[config.mk]
export PLATFORM = sky130hd
export DESIGN_NAME = axis_serializer
export DESIGN_NICKNAME = d
export VERILOG_FILES = /design/src/rtl/axis_serializer.sv
export SDC_FILE = /design/constraint.sdc
export NUM_CORES = 1
export LEC_CHECK = 0
export BUFFER_PORTS_ARGS = -buffer_cell sky130_fd_sc_hd__buf_4
export CORE_MARGIN = 5
export CORE_UTILIZATION = 41
export CTS_BUF_LIST = sky130_fd_sc_hd__clkbuf_8
export DETAILED_ROUTE_END_ITERATION = 8
export GPL_TIMING_DRIVEN = 1
export PLACE_DENSITY = 0.6
export SYNTH_ARGS = -nofsm -noshare
export SYNTH_HDL_FRONTEND = slang
export SYNTH_SLANG_ARGS = --single-unit
[constraint.sdc]
create_clock -name clock -period 5.5 [get_ports clock]
set_input_delay 0.275 -clock clock [delete_from_list [all_inputs] [get_ports clock]]
set_output_delay 0.275 -clock clock [all_outputs]
set_load 0.01 [all_outputs]
[src/rtl/axis_serializer.sv]
// axis_serializer: width-reducing AXI-stream stage.
// Accepts one wide word of RATIO*WIDTH bits and emits RATIO narrow beats of
// WIDTH bits, least significant slice first. A one-word skid buffer behind the
// shift register keeps the output running back-to-back across word
// boundaries. Every output, iready included, comes straight from a flop.
module axis_serializer #(
    parameter int WIDTH = 8,
    parameter int RATIO = 4
) (
    input  logic                     clock,
    input  logic                     reset,
    output logic [1:0]               size,
    input  logic [WIDTH*RATIO-1:0]   idata,
    input  logic                     ilast,
    input  logic                     ivalid,
    output logic                     iready,
    output logic [WIDTH-1:0]         odata,
    output logic                     olast,
    output logic                     ovalid,
    input  logic                     oready
);

    localparam int WW = WIDTH * RATIO;
    localparam int BW = $clog2(RATIO + 1);
    localparam logic [BW-1:0] BEATS_FULL = BW'(RATIO);
    localparam logic [BW-1:0] BEATS_ONE  = BW'(1);
    localparam logic [BW-1:0] BEATS_ZERO = '0;

    // Word being emitted and the skid buffer behind it
    logic [WW-1:0] shreg_q, shreg_d;
    logic [WW-1:0] buf_q,   buf_d;
    logic [BW-1:0] beats_q, beats_d;
    logic          slast_q, slast_d;
    logic          bfull_q, bfull_d;
    logic          blast_q, blast_d;

    // Output flops, loaded from the next-state values so they always
    // agree with the state they describe
    logic          ovalid_q, ovalid_d;
    logic          olast_q,  olast_d;
    logic          iready_q, iready_d;
    logic [1:0]    size_q,   size_d;

    logic          ifire;
    logic          ofire;
    logic          slot_free;

    assign ifire     = ivalid && iready_q;
    assign ofire     = ovalid_q && oready;
    // The shift register can take a new word this edge when it is empty
    // or its final beat is leaving right now.
    assign slot_free = (beats_q == BEATS_ZERO) || (ofire && (beats_q == BEATS_ONE));

    // Next-state logic for shift register, beat counter and skid buffer
    always_comb begin
        shreg_d = shreg_q;
        beats_d = beats_q;
        slast_d = slast_q;
        buf_d   = buf_q;
        bfull_d = bfull_q;
        blast_d = blast_q;

        if (ofire && (beats_q > BEATS_ONE)) begin
            shreg_d = {{WIDTH{1'b0}}, shreg_q[WW-1:WIDTH]};
            beats_d = beats_q - BEATS_ONE;
        end

        if (slot_free) begin
            if (bfull_q) begin
                // Buffered word has priority; iready is low so nothing
                // new can arrive this edge.
                shreg_d = buf_q;
                slast_d = blast_q;
                beats_d = BEATS_FULL;
                bfull_d = 1'b0;
            end else if (ifire) begin
                // Bypass the buffer so an idle stage adds no bubble
                shreg_d = idata;
                slast_d = ilast;
                beats_d = BEATS_FULL;
            end else begin
                beats_d = BEATS_ZERO;
            end
        end

        // Shift register busy: park the incoming word in the buffer.
        // ifire implies the buffer was empty.
        if (ifire && !(slot_free && !bfull_q)) begin
            buf_d   = idata;
            blast_d = ilast;
            bfull_d = 1'b1;
        end
    end

    // Output values for the next cycle, derived from next state
    always_comb begin
        ovalid_d = (beats_d != BEATS_ZERO);
        olast_d  = slast_d && (beats_d == BEATS_ONE);
        iready_d = !bfull_d;
        size_d   = {1'b0, (beats_d != BEATS_ZERO)} + {1'b0, bfull_d};
    end

    // Data registers carry no reset; their contents are ignored while empty
    always_ff @(posedge clock) begin
        shreg_q <= shreg_d;
        buf_q   <= buf_d;
    end

    // Control and output registers with synchronous reset
    always_ff @(posedge clock) begin
        if (reset) begin
            beats_q  <= BEATS_ZERO;
            slast_q  <= 1'b0;
            bfull_q  <= 1'b0;
            blast_q  <= 1'b0;
            ovalid_q <= 1'b0;
            olast_q  <= 1'b0;
            iready_q <= 1'b1;
            size_q   <= 2'd0;
        end else begin
            beats_q  <= beats_d;
            slast_q  <= slast_d;
            bfull_q  <= bfull_d;
            blast_q  <= blast_d;
            ovalid_q <= ovalid_d;
            olast_q  <= olast_d;
            iready_q <= iready_d;
            size_q   <= size_d;
        end
    end

    assign odata  = shreg_q[WIDTH-1:0];
    assign olast  = olast_q;
    assign ovalid = ovalid_q;
    assign iready = iready_q;
    assign size   = size_q;

endmodule

==> results.json <==
{
  "syn_area_mm2": 0.003541,
  "cts_num_sinks": 75,
  "synthTopCellsByArea": "edfxtp_1 (27%), dfxtp_1 (24%), o32ai_1 (12%), and4_1 (5.9%), a31oi_1 (4.4%)",
  "critPathLaunchType": "register",
  "via_per_inst": 6.137,
  "p_switching_uw": 449.4,
  "die_area_mm2": 0.01059,
  "synth_area_per_cell_um2": 10.60,
  "place.gp.congestion": 0.8636,
  "cts_setup_buffers": 0,
  "first_pass_iters": 5,
  "finalSetupViolCount": 0,
  "synth_nets": 375,
  "synth_edf_count": 32,
  "p_int_uw": 1119,
  "start_util_pct": 41.41,
  "fin_crit_ns": 2.539,
  "r2r_setup_slack_ns": 2.96,
  "placed_area_mm2": 0.003872,
  "holdPathStages": 1,
  "skew_ns": 0.008969,
  "hold_viol_final": 0,
  "vias": 2903,
  "cts_tree": "done",
  "cellLeakagePower_uw": 0.001619,
  "diodes": 0,
  "fmax_ghz": 0.3938,
  "r2r_start": "beats_q[1]",
  "yosys_register_bits": 75,
  "antenna_left": 0,
  "synth_ff_type": "dfxtp_1",
  "cp_max_fo": 25,
  "pwr-share-seq_pct": 46.8,
  "critPathRequiredTime_ns": 5.73,
  "grt_max_degree": 55,
  "p_sw_share_pct": 28.66,
  "drt-initial-drc-count": 186,
  "synth_cell_type_count": 37,
  "cts-root-buf": "clkbuf_8",
  "die_h_um": 102.9,
  "coreArea_mm2": 0.008551,
  "clk-insertion-delay-late_ns": 0.34,
  "rsz0062_at_grt": "false",
  "antenna_found_initial": 0,
  "pwr-share-clk_pct": 29.9,
  "crit_arrival_ns": 2.77,
  "hold_buffers": 0,
  "synth.yosys.seq_area_share_pct": 51.45,
  "p_comb_share_pct": 23.3,
  "hpwlAfterDp_mm": 5.114,
  "period_share_pct": 46.17,
  "post_cts_resized": 0,
  "synth_warnings": 0,
  "fp-row-count": 34,
  "worstReg2RegEnd": "slast_q",
  "criticalPathCategory": "register to register",
  "rr_worst_depth": 5,
  "numCtsBuffers": 9,
  "end_kind": "register",
  "drc": 0,
  "grtUsageTotal_pct": 16.88,
  "portBuffers": 49,
  "synth_top_cell_by_area": "edfxtp_1",
  "drv_cap": 0,
  "htree_levels": 3,
  "drive_gt1_share_pct": 20.55,
  "hold_end": "buf_q[12]",
  "nets": 401,
  "num-fill-cells": 811,
  "max_slew_margin_pct": 27.45,
  "grt_overflow_total": 0,
  "postLayoutCellArea_mm2": 0.004091,
  "io_pins": 50,
  "min-delay-start": "idata[12]",
  "power_density_mw_per_mm2": 383.2,
  "clock_path_buffers": 2,
  "synthArstFlopShare_pct": 0,
  "final-max-slew-violation-count": 0,
  "grt_pass1_vias": 2832,
  "ir_worst_vdd_v": 0.0001570,
  "dieWidth_um": 102.9,
  "routed_wl_mm": 8.777,
  "grt_pass1_wl_mm": 14.09,
  "area_delta_synth_final_pct": 15.55,
  "wire_per_inst_um": 18.56,
  "synth_cells": 334,
  "status": "completed",
  "hp-class": "input port to register",
  "setup_tns_ns": 0,
  "yosys.area.top_type_share_pct": 27.14,
  "worstMarginPinSlew_ns": 1.085,
  "clk_pin_slew_ns": 0.08
}
[state kept, by name, summed over array words and instances (netlist names)]
name,flops
buf_q,32
shreg_q,32
beats_q,3
size,2
bfull_q,1
blast_q,1
iready,1
olast,1
ovalid,1
slast_q,1
[critical path, stage by stage (launching register included)]
cell	delay, ns
dfxtp_1	0.34
inv_1	0.16
ha_1	0.26
a31o_2	0.25
nand3_1	0.79
o221a_2	0.63
[how the worst max path moves through the flow]
stage | depth (start not counted) | startpoint | slack (ns) | end
2_1_floorplan | 5 | beats_q[1] | 3.44 | buf_q[0]
3_3_place_gp | 5 | beats_q[1] | 3.06 | slast_q
3_5_place_dp | 5 | beats_q[1] | 2.97 | slast_q
4_1_cts | 5 | beats_q[1] | 2.93 | slast_q
5_1_grt | 5 | beats_q[1] | 2.78 | slast_q
6_report | 5 | beats_q[1] | 2.96 | slast_q
[logic make-up after synthesis]
kind of cell | synth area share [%]
AO/OA/AOI/OAI | 25.72
adder cells (fa/ha/maj) | 1.696
buffers and inverters | 9.364
flip-flops | 51.45
multiplexers | 0.2827
AND/OR/NAND/NOR | 11.48
[placed cells by master, fill, tap and decap left out, drive strengths merged]
cell type,instances
buf,55
o32ai,48
dfxtp,43
inv,32
edfxtp,32
a21oi,32
a31oi,25
and4,24
clkbuf,10
and3,9
a221o,8
nor2,6
nand3,5
ha,4
nor3,3
nor2b,3
and2,2
o31ai,2
nand2,2
nand2b,2
bufinv,2
clkinv,2
a31o,1
maj3,1
or2,1
or3,1
a2111oi,1
o21a,1
a211o,1
o211ai,1
o221a,1
mux2i,1
o21ai,1
a2bb2oi,1
o31a,1
nor4b,1
[per-stage QoR]
step	instances	util, %	setup WS, ns	power, uW	hold WS, ns
CTS	473	47.85	2.928	1575	0.09897
floorplan	334	-	3.435	1018	0.3739
global placement	457	45.29	3.060	1097	0.4655
finish	473	47.85	2.961	1568	0.1111
global route	473	47.85	2.776	1655	0.08681
detailed placement	457	45.29	2.969	1109	0.4652
[power by group through the flow]
stage	Sequential (uW)	Clock [uW]	Combinational, uW
floorplan	729	0	289
finish	733	469	366
CTS	734	476	365
detailed placement	746	0	363
global placement	744	0	353
global route	745	505	405
[layer usage]
metal / vias to the layer above / wire [um] / global-route usage (%)
met5: - / 0 / 0
met4: 0 / 60 / 4.382
met3: 7 / 569 / 5.210
met2: 105 / 4262 / 27.13
met1: 1416 / 3885 / 22.17
li1: 1375 / - / -
[cell usage after synthesis (2+ instances only)]
cell       n
o32ai_1   48
dfxtp_1   43
edfxtp_1  32
a21oi_1   31
inv_1     30
a31oi_1   25
and4_1    24
clkbuf_1  21
and3_1     9
a221o_1    8
buf_4      8
buf_2      7
nor2_1     6
nand3_1    5
buf_6      4
ha_1       4
nor2b_1    3
nor3_1     3
and2_1     2
nand2_1    2
nand2b_1   2
o31ai_1    2
[cell type report]
class	instances	area, um2	area share, %
Clock buffer	10	137.6	3.364
Clock inverter	6	81.33	1.988
Inverter	30	112.6	2.752
Multi-Input combinational cell	189	1390	33.98
Sequential cell	75	1822	44.53
Tap cell	108	135.1	3.303
Timing Repair Buffer	55	412.9	10.09
Power figures use the tool's default switching activity.
